File: config.mk
export PLATFORM = sky130hd
export DESIGN_NAME = mem_access
export DESIGN_NICKNAME = d
export VERILOG_FILES = /design/src/rtl/mem_access_pkg.sv /design/src/rtl/mem_load_ext.sv /design/src/rtl/mem_access.sv
export SDC_FILE = /design/constraint.sdc
export NUM_CORES = 1
export LEC_CHECK = 0
export ABC_CLOCK_PERIOD_IN_PS = 4610
export CORE_MARGIN = 2
export CORE_UTILIZATION = 46
export CTS_CLUSTER_SIZE = 24
export DETAILED_ROUTE_END_ITERATION = 10
export PLACE_DENSITY = 0.86
export SETUP_SLACK_MARGIN = 0.4
export SLEW_MARGIN = 30
export SYNTH_ARGS = -nofsm -noshare
export SYNTH_HDL_FRONTEND = slang
export SYNTH_SLANG_ARGS = --single-unit
File: constraint.sdc
create_clock -name clk_i -period 4.61 [get_ports clk_i]
set_input_delay 0.922 -clock clk_i [delete_from_list [all_inputs] [get_ports clk_i]]
set_output_delay 0.922 -clock clk_i [all_outputs]
set_load 0.01 [all_outputs]
File: src/rtl/mem_access_pkg.sv
// Shared opcodes, funct3 codes, FSM states and small decode helpers for the
// RV32I memory stage.
package mem_access_pkg;

  // Major opcodes that the memory stage acts on.
  localparam logic [6:0] OP_LOAD  = 7'b0000011;
  localparam logic [6:0] OP_STORE = 7'b0100011;

  // Load funct3 codes.
  localparam logic [2:0] FUNC3_LB  = 3'd0;
  localparam logic [2:0] FUNC3_LH  = 3'd1;
  localparam logic [2:0] FUNC3_LW  = 3'd2;
  localparam logic [2:0] FUNC3_LBU = 3'd4;
  localparam logic [2:0] FUNC3_LHU = 3'd5;

  // Store funct3 codes.
  localparam logic [2:0] FUNC3_SB  = 3'd0;
  localparam logic [2:0] FUNC3_SH  = 3'd1;
  localparam logic [2:0] FUNC3_SW  = 3'd2;

  // Access FSM states.
  typedef enum logic [1:0] {
    MEM_IDLE = 2'd0,
    MEM_REQ  = 2'd1,
    MEM_WAIT = 2'd2,
    MEM_DONE = 2'd3
  } mem_state_e;

  // Lane-replicated store data and its byte enables.
  typedef struct packed {
    logic [31:0] wdata;
    logic [3:0]  wstrb;
  } store_lane_t;

  // True when funct3 names an access the core supports for this direction.
  function automatic logic f3_legal(input logic is_store, input logic [2:0] f3);
    if (is_store) begin
      return f3 inside {FUNC3_SB, FUNC3_SH, FUNC3_SW};
    end
    return f3 inside {FUNC3_LB, FUNC3_LH, FUNC3_LW, FUNC3_LBU, FUNC3_LHU};
  endfunction

  // Size is funct3[1:0]: halves need an even address, words a 4-byte one.
  function automatic logic misaligned(input logic [1:0] size, input logic [1:0] off);
    case (size)
      2'b01:   return off[0];
      2'b10:   return (off != 2'b00);
      default: return 1'b0;
    endcase
  endfunction

  // Replicate the store operand across the word and enable only its lanes.
  function automatic store_lane_t store_lanes(input logic [2:0] f3,
                                              input logic [1:0] off,
                                              input logic [31:0] val2);
    store_lane_t s;
    s.wdata = val2;
    s.wstrb = 4'b1111;
    case (f3)
      FUNC3_SB: begin
        s.wdata = {4{val2[7:0]}};
        s.wstrb = 4'b0001 << off;
      end
      FUNC3_SH: begin
        s.wdata = {2{val2[15:0]}};
        s.wstrb = 4'b0011 << off;
      end
      default: ;
    endcase
    return s;
  endfunction

endpackage

File: src/rtl/mem_load_ext.sv
// Combinational load lane select plus sign/zero extension.
module mem_load_ext
  import mem_access_pkg::*;
(
  input  logic [31:0] rdata,
  input  logic [1:0]  addr_lo,
  input  logic [2:0]  funct3,
  output logic [31:0] data
);

  logic [31:0]        shifted;
  logic signed [7:0]  byte_s;
  logic signed [15:0] half_s;
  logic signed [31:0] byte_x;
  logic signed [31:0] half_x;

  // Bring the addressed byte/half down to bit 0; words are always aligned.
  assign shifted = rdata >> {addr_lo, 3'b000};

  // Signed extension happens through signed-to-signed assignment.
  always_comb begin
    byte_s = shifted[7:0];
    half_s = shifted[15:0];
    byte_x = byte_s;
    half_x = half_s;
  end

  // Pick the extension that matches the load flavour.
  always_comb begin
    data = shifted;
    case (funct3)
      FUNC3_LB:  data = byte_x;
      FUNC3_LH:  data = half_x;
      FUNC3_LW:  data = shifted;
      FUNC3_LBU: data = {24'b0, shifted[7:0]};
      FUNC3_LHU: data = {16'b0, shifted[15:0]};
      default:   data = shifted;
    endcase
  end

endmodule

File: src/rtl/mem_access.sv
// RV32I memory stage: issues loads/stores on a req/gnt/rvalid port, aligns
// byte lanes, extends load data and stalls upstream until the access retires.
module mem_access
  import mem_access_pkg::*;
(
  input  logic        clk_i,
  input  logic        rst_i,
  input  logic        M_valid_i,
  input  logic [6:0]  M_opcode_i,
  input  logic [2:0]  M_funct3_i,
  input  logic [31:0] M_valE_i,
  input  logic [31:0] M_val2_i,
  output logic [31:0] m_valM_o,
  output logic        m_stall_o,
  output logic        m_done_o,
  output logic        m_fault_o,
  output logic        dmem_req_o,
  output logic        dmem_we_o,
  output logic [31:0] dmem_addr_o,
  output logic [31:0] dmem_wdata_o,
  output logic [3:0]  dmem_wstrb_o,
  input  logic        dmem_gnt_i,
  input  logic        dmem_rvalid_i,
  input  logic [31:0] dmem_rdata_i
);

  mem_state_e  state_q, state_d;

  logic        is_load;
  logic        is_store;
  logic        is_mem;
  logic        legal_op;
  logic        accept;
  logic        load_cap;
  store_lane_t lanes;

  // Request held stable on the bus while the FSM sits in REQ.
  logic [31:0] addr_p1;
  logic [1:0]  off_p1;
  logic [2:0]  funct3_p1;
  logic        we_p1;
  logic [31:0] wdata_p1;
  logic [3:0]  wstrb_p1;

  // Registered, extended load result.
  logic [31:0] valm_p2;
  logic [31:0] ext_data;

  // ---- stage 0: decode of the incoming M-stage instruction ----
  assign is_load  = (M_opcode_i == OP_LOAD);
  assign is_store = (M_opcode_i == OP_STORE);
  assign is_mem   = M_valid_i & (is_load | is_store);
  assign legal_op = f3_legal(is_store, M_funct3_i) &
                    ~misaligned(M_funct3_i[1:0], M_valE_i[1:0]);
  assign lanes    = store_lanes(M_funct3_i, M_valE_i[1:0], M_val2_i);

  // Next-state and handshake outputs; stall/done/fault are combinational.
  always_comb begin
    state_d    = state_q;
    m_stall_o  = 1'b0;
    m_done_o   = 1'b0;
    m_fault_o  = 1'b0;
    dmem_req_o = 1'b0;
    accept     = 1'b0;
    load_cap   = 1'b0;
    case (state_q)
      MEM_IDLE: begin
        if (is_mem) begin
          if (legal_op) begin
            accept    = 1'b1;
            m_stall_o = 1'b1;
            state_d   = MEM_REQ;
          end else begin
            // Faulting ops never reach the bus and let the pipeline move on.
            m_fault_o = 1'b1;
          end
        end
      end
      MEM_REQ: begin
        dmem_req_o = 1'b1;
        m_stall_o  = 1'b1;
        // An rvalid coinciding with gnt is not this access's data.
        if (dmem_gnt_i) begin
          state_d = we_p1 ? MEM_DONE : MEM_WAIT;
        end
      end
      MEM_WAIT: begin
        m_stall_o = 1'b1;
        if (dmem_rvalid_i) begin
          load_cap = 1'b1;
          state_d  = MEM_DONE;
        end
      end
      MEM_DONE: begin
        // Pipeline advances on this edge, so the op cannot be reissued.
        m_done_o = 1'b1;
        state_d  = MEM_IDLE;
      end
      default: state_d = MEM_IDLE;
    endcase
  end

  // State register.
  always_ff @(posedge clk_i) begin
    if (rst_i) begin
      state_q <= MEM_IDLE;
    end else begin
      state_q <= state_d;
    end
  end

  // ---- stage 1: request latch, captured once when an op is accepted ----
  always_ff @(posedge clk_i) begin
    if (rst_i) begin
      addr_p1   <= '0;
      off_p1    <= '0;
      funct3_p1 <= '0;
      we_p1     <= 1'b0;
      wdata_p1  <= '0;
      wstrb_p1  <= '0;
    end else if (accept) begin
      addr_p1   <= {M_valE_i[31:2], 2'b00};
      off_p1    <= M_valE_i[1:0];
      funct3_p1 <= M_funct3_i;
      we_p1     <= is_store;
      wdata_p1  <= is_store ? lanes.wdata : '0;
      wstrb_p1  <= is_store ? lanes.wstrb : 4'b0000;
    end
  end

  assign dmem_we_o    = we_p1;
  assign dmem_addr_o  = addr_p1;
  assign dmem_wdata_o = wdata_p1;
  assign dmem_wstrb_o = wstrb_p1;

  // ---- stage 2: load data extension and result register ----
  mem_load_ext u_load_ext (
    .rdata   (dmem_rdata_i),
    .addr_lo (off_p1),
    .funct3  (funct3_p1),
    .data    (ext_data)
  );

  // Load result only changes when read data arrives in WAIT.
  always_ff @(posedge clk_i) begin
    if (rst_i) begin
      valm_p2 <= '0;
    end else if (load_cap) begin
      valm_p2 <= ext_data;
    end
  end

  assign m_valM_o = valm_p2;

endmodule

=== After elaboration in Yosys (flattened, before gate mapping) ===
Cells that the tools add are included.

* RAM bits: 0
* Logic and storage cells: 66
* Memory bits (read-only): 0
* Register bits after elaboration: 106
* Latch bits: 0
* Memories: 0
* Input port bits: 111

* Equal/unequal tests: 18
* Bitwise operators: 4
* Divide/modulo/power cells: 0
* Multipliers: 0
* Reductions and logical operators: 8
* Order comparisons: 0
* $add $sub $neg: 0
* Shift operators: 3
* Multiplexer cells: 25

{| class="wikitable"
|+ Operators with widths
! operator !! number
|-
| one-hot mux 32 bit (4 select lines) || 1
|-
| one-hot mux 36 bit (2 select lines) || 1
|-
| 2-to-1 mux 32 bit || 1
|-
| >> shifter 32 x 5 -> 32 bit || 1
|-
| 2-to-1 mux 1 bit || 14
|-
| equality test 3 bit (second input constant) || 4
|-
| 2-to-1 mux 2 bit || 4
|-
| != test 2 bit (second input constant) || 4
|-
| one-hot mux 2 bit (4 select lines) || 1
|-
| equality test 7 x 2 -> 1 bit (second input constant) || 1
|-
| equality test 7 x 6 -> 1 bit (second input constant) || 1
|-
| equality test 2 bit (second input constant) || 3
|-
| equality test 3 x 1 -> 1 bit (second input constant) || 2
|-
| zero test 3 bit || 2
|-
| nonzero test 5 bit || 1
|-
| equality test 2 x 1 -> 1 bit (second input constant) || 2
|-
| 2-to-1 mux 4 bit || 1
|-
| one-hot mux 1 bit (2 select lines) || 2
|-
| AND reduction 4 bit || 1
|-
| << shifter 1 x 2 -> 4 bit (first input constant) || 1
|-
| << shifter 2 x 2 -> 4 bit (first input constant) || 1
|-
| equality test 3 x 2 -> 1 bit (second input constant) || 1
|-
| nonzero test 3 bit || 1
|-
| bitwise AND 1 bit || 2
|-
| 5 further kinds || 5
|}

=== Logic depth before layout (Yosys ltp) ===
Gate-level depths: netlist of the first run.

* Word-level depth: 8
* Gate-level depth with buffers: 10
* Depth with buffers taken out: 7

=== By module ===
From an unflattened synthesis of the first run, not the netlist that was laid out.

* Cell total of the unflattened synthesis: 641
* Area, all modules: 5181.2 um^2

{| class="wikitable"
|+ By module, submodules not included
! module !! sequential area each (um^2) !! cells each !! area an instance (um^2) !! times used
|-
| mem_access || 2122.0 || 534 || 4486.8 || 1
|-
| mem_load_ext || 0.0 || 107 || 694.4 || 1
|}

=== Worst setup path before layout of the first run ===
OpenSTA, ideal clock, no wires.

* Path type: in2out
* Start point: input port M_funct3_i[1]
* End point: output port m_stall_o
* Cell stages on the path: 9
* Arrival time: 2.370 ns
* Setup slack: 1.318 ns
* Buffers on the path: 2
* Cell sequence: inv_1 -> ha_1 -> o211a_1 -> a31oi_1 -> and4_1 -> buf_2 -> buf_2 -> nor2_1 -> nor2_1

* Word-level cells in the longest chain between the ends: 8
* Elaborated cells on any way between the ends: 17

{| class="wikitable"
|+ RTL lines
! item !! line !! RTL
|-
| start: declaration || mem_access.sv:10 || <nowiki>input logic [2:0] M_funct3_i,</nowiki>
|-
| equality test 3 x 1 -> 1 bit, or another cell as far along || mem_access_pkg.sv:38, mem_access_pkg.sv:40 ||
|-
| nonzero test 3 bit || mem_access_pkg.sv:38 || <nowiki>return f3 inside {FUNC3_SB, FUNC3_SH, FUNC3_SW};</nowiki>
|-
| 2-to-1 mux 1 bit || mem_access_pkg.sv:37 || <nowiki>if (is_store) begin</nowiki>
|-
| 2-to-1 mux 1 bit || mem_access_pkg.sv:40 || <nowiki>return f3 inside {FUNC3_LB, FUNC3_LH, FUNC3_LW, FUNC3_LBU, FUNC3_LHU};</nowiki>
|-
| bitwise AND 1 bit (*) || mem_access.sv:53 || <nowiki>assign legal_op = f3_legal(is_store, M_funct3_i) &</nowiki>
|-
| 2-to-1 mux 1 bit (*) || mem_access.sv:69 || <nowiki>if (legal_op) begin</nowiki>
|-
| 2-to-1 mux 1 bit (*) || mem_access.sv:68 || <nowiki>if (is_mem) begin</nowiki>
|-
| one-hot mux 1 bit (2 select lines) (*) || mem_access.sv:66 || <nowiki>case (state_q)</nowiki>
|-
| end: declaration || mem_access.sv:14 || <nowiki>output logic m_stall_o,</nowiki>
|}

Mark *: on every way between the ends. The rest lies on a longest branch, timed or not. The select of a mux whose other input is x is not followed.

=== Worst setup path after layout of the first run ===
* Start point: input port M_funct3_i[1]
* End point: output port m_fault_o

* Word-level cells in the longest chain between the ends: 8
* Elaborated cells on any way between the ends: 17

{| class="wikitable"
|+ RTL lines
! item !! line !! RTL
|-
| equality test 3 x 1 -> 1 bit, or another cell as far along || mem_access_pkg.sv:38, mem_access_pkg.sv:40 ||
|-
| nonzero test 3 bit || mem_access_pkg.sv:38 ||
|-
| 2-to-1 mux 1 bit || mem_access_pkg.sv:37 ||
|-
| 2-to-1 mux 1 bit || mem_access_pkg.sv:40 ||
|-
| bitwise AND 1 bit (*) || mem_access.sv:53 ||
|-
| 2-to-1 mux 1 bit (*) || mem_access.sv:69 ||
|-
| 2-to-1 mux 1 bit (*) || mem_access.sv:68 ||
|-
| 2-to-1 mux 1 bit (*) || mem_access.sv:66 ||
|-
| end: declaration || mem_access.sv:16 || <nowiki>output logic m_fault_o,</nowiki>
|}

Marked as above.

==> results of run 1 <==
==> cell usage in the layout, fill, tap and decap left out, types with 2 or more instances in the layout <==
cell and instances:
mux2_4 3, clkdlybuf4s50_1 211, buf_4 9, nand2b_1 3
clkinvlp_4 2, clkbuf_8 11, o211ai_1 7, mux2_2 7
nand2_1 103, nand3_1 10, o21ai_1 5, conb_1 2
nor2b_1 6, a211oi_1 6, mux2i_1 25, nand3b_1 37
a211oi_2 10, nor2_1 41, a22oi_1 16, o31ai_1 24
inv_1 6, dfxtp_1 106, o21ai_0 11, a21oi_1 62
nor3_1 25, ha_1 7, o22ai_1 2
==> area by class of cell <==
class | instances | area [um2]
fill | 828 | 3350
multi-input combinational | 434 | 2670
inverter | 7 | 26.3
timing repair buffer | 222 | 2200
sequential | 106 | 2120
tap | 140 | 175
clock buffer | 12 | 155
clock inverter | 4 | 50.0
==> cell usage after synthesis (all sizes together), types with 2 or more instances <==
library cell,number,area [um2]
dfxtp,106,2120
nor2,41,154
o211ai,7,52.6
a211oi,16,170
ha,8,100
buf,18,98.8
mux2i,25,250
a22oi,16,120
nor3,25,125
o21bai,2,15.0
a21oi,63,315
a31oi,2,12.5
nand2,104,390
nand3,10,50.1
nor2b,6,37.5
inv,7,26.3
o21ai,16,80.1
o22ai,2,12.5
o31ai,24,180
mux2,10,124
clkbuf,38,143
nand2b,3,18.8
nand3b,37,278
==> worst paths after layout <==
path                                        end  cells after the start
worst max register to register     m_valM_o[28]                      7
worst max-delay path                  m_fault_o                      8
worst min-delay path            dmem_addr_o[22]                      2
worst min register to register  dmem_addr_o[22]                      2
==> per-layer routing <==
metal  wire [um]  up-vias  share of wire [%]
li1            -     2459                  -
met5           0        -                  0
met3        1250       44                7.7
met4         555        0                3.4
met1        6470     2473                 40
met2        7990      256                 49
==> worst min-delay path, delay by kind of cell, from the launching register on <==
family,cells,cell delay [ns]
AOI/OAI and AO/OA,1,0.05
and+or+nand+nor,1,0.05
DFF,1,0.32
==> cells by family (layout without fill, tap and decap cells) <==
| group | Yosys count | count (layout) | synth area share [%] |
|---|---|---|---|
| mux | 36 | 36 | 7.89 |
| other cells | 1 | 2 | 0.0746 |
| compound gates | 152 | 152 | 19.9 |
| simple gates | 236 | 236 | 22.6 |
| buf+inv | 63 | 245 | 5.33 |
| fa+ha+maj | 8 | 8 | 1.99 |
| flops | 106 | 106 | 42.2 |
==> repair_timing <==
action / 4_1_cts / 5_1_grt
hold buffers: 0 / 0
gates resized for setup: 2 / 2
setup endpoints to repair: 1 / 1
==> flip-flops by register name, indices dropped and copies added, names as in the netlist <==
name	flops
dmem_wstrb_o	4
funct3_p1	3
m_valM_o	32
state_q	2
off_p1	2
dmem_we_o	1
dmem_addr_o	30
dmem_wdata_o	32
==> through the flow <==
step           power (mW)  worst slack, ns  cell area [um2]
3_3_place_gp         1.42            0.504             7160
4_1_cts              2.02            0.412             7380
5_1_grt              2.10            0.599             7390
3_5_place_dp         1.43            0.348             7160
2_1_floorplan        1.20             1.32             5030
6_report             2.02            0.709             7390
==> report_power, final <==
part	switching (mW)	leakage (nW)	internal (mW)	total [mW]
Clock	0.314	0.0986	0.281	0.595
Sequential	0.0244	0.854	0.949	0.974
Combinational	0.215	1.64	0.234	0.450
==> flow_summary.toml, run 1 <==
[run_status]
outcome = "complete, no violations"

[grt]
grt_max_degree = 76
grtUsageMet2_pct = 46.7
first_global_vias = 5121
antenna_found_initial = 0
met3_usage_pct = 6.09
grt_usage_pct = 27.0
grt_first_pass_wirelength_um = 25000
grt.overflow.total = 0
gr-usage-met1_pct = 31.6
gr-max-usage-layer = "met2"

[worst_setup_path]
startpoint = "M_funct3_i[1]"
crit_chain = "clkdlybuf4s50_1, inv_1, ha_1, buf_4, nor3_1, a21oi_2, a21oi_1, clkdlybuf4s50_1"
crit_buf_inv = 4
r2r_setup_slack_ns = 2.01
cp_slowest_stage_delay_ns = 0.58
cp-start-kind = "input port"
worstPathRequired_ns = 3.69
r2r_start = "off_p1[0]"
cp_common_cell = "clkdlybuf4s50_1"
crit_fanout = 14
timing_worst_setup_path_type = "in -> out"
slowest_stage = "clkdlybuf4s50_1"
end_kind = "output port"
crit_arrival_ns = 2.98
critical-path-top-delay-family = "buffers and inverters"

[place]
dp_hpwl_um = 11800
gp_congestion = 0.900
port_buffers = 213
placed_cells = 909

[synthesis]
yosysWarnings = 0
seq_area_frac_synth_pct = 42.2
synth_area_um2 = 5030
syn_inst = 602
synth_cell_types = 46
avgSynthCellArea_um2 = 8.35
synth-edff-count = 0
synth-seq-cells = 106
synthFlopType = "dfxtp_1"
async_flop_share_pct = 0

[cts]
post-cts-setup-buffer-count = 0
cts_max_level = 3
cts_sinks = 106
cts-root-buf = "clkbuf_8"
clk_latency_ns = 0.36
cts_tree = "yes"
clkTransAtPathRegs_ns = 0.09
numCtsBuffers = 9
max-clock-path-buffers = 2

[sta]
max_freq_mhz = 256
setup_viol = 0
drv_slew = 0
post-route-min-period_ns = 3.90
final-hold-violation-count = 0
whs_ns = 0.458
setup-tns-final_ns = 0
rsz0062_at_grt = "no"
period_share_pct = 84.6
worstMarginPinSlew_ns = 0.954
fin_skew_ns = 0.00399
max-slew-margin-rel_pct = 36.2

[power]
peakVddDrop_v = 0.000179
p_leak_nw = 2.60
power_density_nw_per_um2 = 273

[finish]
instances_no_fill = 925
final_util_pct = 68.8
drive_gt1_share_pct = 7.01
syn_to_final_growth_pct = 47.1
nets = 899
antenna_cells = 0

[routing]
drc = 0
drt.antenna.violating_nets = 0
drt_wl_total_um = 16300
dr.pass1.iters = 5
avgRoutedWirePerCell_um = 17.6
viasPerCell = 5.66
vias = 5232
drt_iter0_markers = 367

[floorplan]
num_io_pins = 216
dieArea_um2 = 11800
start_util_pct = 46.8
core_area_um2 = 10700
row_count = 38
die_w_um = 109
die_y_um = 109

[hold_path]
min-delay-path-class = "reg -> reg"
min_from = "dmem_addr_o[22]"

[flow_run]
maxCapViolations = 0
No activity file was read; power rests on OpenSTA's default activity.
==> run 2: changes to the inputs <==
--- a/config.mk
+++ b/config.mk
@@ -5,12 +5,12 @@
 export SDC_FILE = /design/constraint.sdc
 export NUM_CORES = 1
 export LEC_CHECK = 0
-export ABC_CLOCK_PERIOD_IN_PS = 4610
+export ABC_CLOCK_PERIOD_IN_PS = 3800
 export CORE_MARGIN = 2
-export CORE_UTILIZATION = 46
+export CORE_UTILIZATION = 43
 export CTS_CLUSTER_SIZE = 24
 export DETAILED_ROUTE_END_ITERATION = 10
-export PLACE_DENSITY = 0.86
+export PLACE_DENSITY = 0.81
 export SETUP_SLACK_MARGIN = 0.4
 export SLEW_MARGIN = 30
 export SYNTH_ARGS = -nofsm -noshare
==> constraint.sdc (replaced) <==
create_clock -name clk_i -period 3.8 [get_ports clk_i]
set_input_delay 0.76 -clock clk_i [delete_from_list [all_inputs] [get_ports clk_i]]
set_output_delay 0.76 -clock clk_i [all_outputs]
set_load 0.01 [all_outputs]
==> run 2 against run 1 <==
  * Clock power grew 51%
  * Die area grew 6.7%
  * Utilization shrank 3.0 points
  * Cell count grew 1.2%
  * Clock skew grew 0.0052 ns
  * Register-to-register slack lost 0.62 ns
  * Clock-buffer cell count grew 2
  * Critical path type unchanged
  * Largest cell class unchanged
  * Highest routed layer unchanged
==> flow_summary.toml, run 2 (same netlist as run 1, synthesis figures left out) <==
[run_status]
outcome = "complete, no violations"

[grt]
grt.overflow.total = 0
first_global_vias = 4978
grt_first_pass_wirelength_um = 25400
grt_max_degree = 54
antenna_found_initial = 0
grt_usage_pct = 24.8

[cts]
numCtsBuffers = 9
post-cts-setup-buffer-count = 0
max-clock-path-buffers = 2
cts_max_level = 3
clkTransAtPathRegs_ns = 0.06
clk_latency_ns = 0.35
cts_sinks = 106
cts-root-buf = "clkbuf_16"
cts_tree = "yes"

[finish]
final_common_cell = "clkdlybuf4s50_1"
final_util_pct = 65.8
mostFrequentLayoutCells = "210 x clkdlybuf4s50_1, 106 x dfxtp_1, 103 x nand2_1"
syn_to_final_growth_pct = 49.5
instances_no_fill = 936
antenna_cells = 0
nets = 907
drive_gt1_share_pct = 7.82

[routing]
drt_wl_total_um = 16200
avgRoutedWirePerCell_um = 17.3
drt.antenna.violating_nets = 0
vias = 5171
viasPerCell = 5.52
drt_iter0_markers = 369
dr.pass1.iters = 5
drc = 0

[power]
p_clk_share_pct = 34.3
peakVddDrop_v = 0.000239
cellInternalPower_mw = 1.93
power_density_nw_per_um2 = 348
finalPower_mw = 2.62
p_seq_share_pct = 45.1
combPwrFrac_pct = 20.6
p_leak_nw = 2.66
p_switching_mw = 0.685
p_sw_share_pct = 26.2

[place]
dp_slack_ns = 0.0520
placed_cells = 920
gp_congestion = 0.952
dp_hpwl_um = 12000
port_buffers = 213

[hold_path]
whs_path_depth = 2
min-delay-path-class = "reg -> reg"
min_from = "m_valM_o[0]"
whs_endpoint = "m_valM_o[0]"

[worst_setup_path]
worstReg2RegEnd = "m_valM_o[27]"
cp-start-kind = "input port"
slowest_stage = "clkdlybuf4s50_1"
crit_arrival_ns = 2.54
r2r_setup_slack_ns = 1.39
r2r_start = "off_p1[0]"
end_kind = "output port"
reg2reg_depth = 7
crit_fanout = 3
timing_worst_setup_path_type = "in -> out"
crit_chain = "clkdlybuf4s50_1, inv_1, ha_1, o211a_1, a31oi_2, and4_1, nor2_1, nor2_1, clkbuf_2"
cp_common_cell = "nor2_1"
cp_slowest_stage_delay_ns = 0.51
worstPathRequired_ns = 3.04

[floorplan]
dieArea_um2 = 12600
die_w_um = 112
die_y_um = 112
num_io_pins = 216
core_area_um2 = 11400
start_util_pct = 44.0
row_count = 39

[sta]
setup_viol = 0
post-route-min-period_ns = 3.30
drv_slew = 0
rsz0062_at_grt = "yes"
period_share_pct = 86.9
setup_slack_ns = 0.499
final-hold-violation-count = 0
max_freq_mhz = 303
setup-tns-final_ns = 0
max-slew-margin-rel_pct = 44.8
worstMarginPinSlew_ns = 0.819
fin_skew_ns = 0.00917

[flow_run]
maxCapViolations = 0
==> run 2: worst max path at each step <==
stage	start	end
final	M_funct3_i[0]	m_stall_o
after global routing	M_funct3_i[1]	m_stall_o
after CTS	M_funct3_i[0]	m_stall_o
after detailed placement	M_funct3_i[0]	m_stall_o
after global placement	M_funct3_i[0]	m_stall_o
after floorplan	M_funct3_i[1]	m_stall_o
==> run 2: repair_timing <==
item / CTS / global route
hold endpoints to repair: 0 / 0
resized for setup: 3 / 4
pin swaps: 1 / 1
endpoints found under the setup margin: 2 / 2
cloned: 0 / 0
hold buffers: 0 / 0
==> run 2: power by group through the flow <==
stage	combinational (mW)	clock (mW)	sequential, mW
2_1_floorplan	0.239	0	1.22
3_3_place_gp	0.525	0	1.20
3_5_place_dp	0.537	0	1.21
4_1_cts	0.536	0.911	1.18
5_1_grt	0.582	0.954	1.18
6_report	0.538	0.899	1.18
==> run 2: cell type report <==
class	instances	area, um2
Fill cell	954	3900
Multi-Input combinational cell	434	2660
Timing Repair Buffer	230	2250
Sequential cell	106	2120
Clock buffer	14	274
Tap cell	143	179
Inverter	7	26.3
Clock inverter	2	10.0
==> run 2: critical path, delay by kind of cell <==
family	cells	cell delay [ns]
buf+inv	3	0.74
simple gates	3	0.39
fa+ha+maj	1	0.33
compound gates	2	0.31
==> run 2: through the flow <==
step	cell area (um2)	hold WS (ns)
global route	7520	0.476
floorplan	5030	0.472
CTS	7510	0.456
global placement	7230	0.441
detailed placement	7230	0.447
finish	7520	0.453
==> run 2: routing by layer <==
layer	routed length, um	vias up	track usage (%)	part of all wire [%]
met5	0	-	0	0
met4	408	0	10.0	2.5
met3	1040	30	4.70	6.4
met2	8140	214	43.8	50
met1	6640	2447	29.7	41
li1	-	2480	-	-
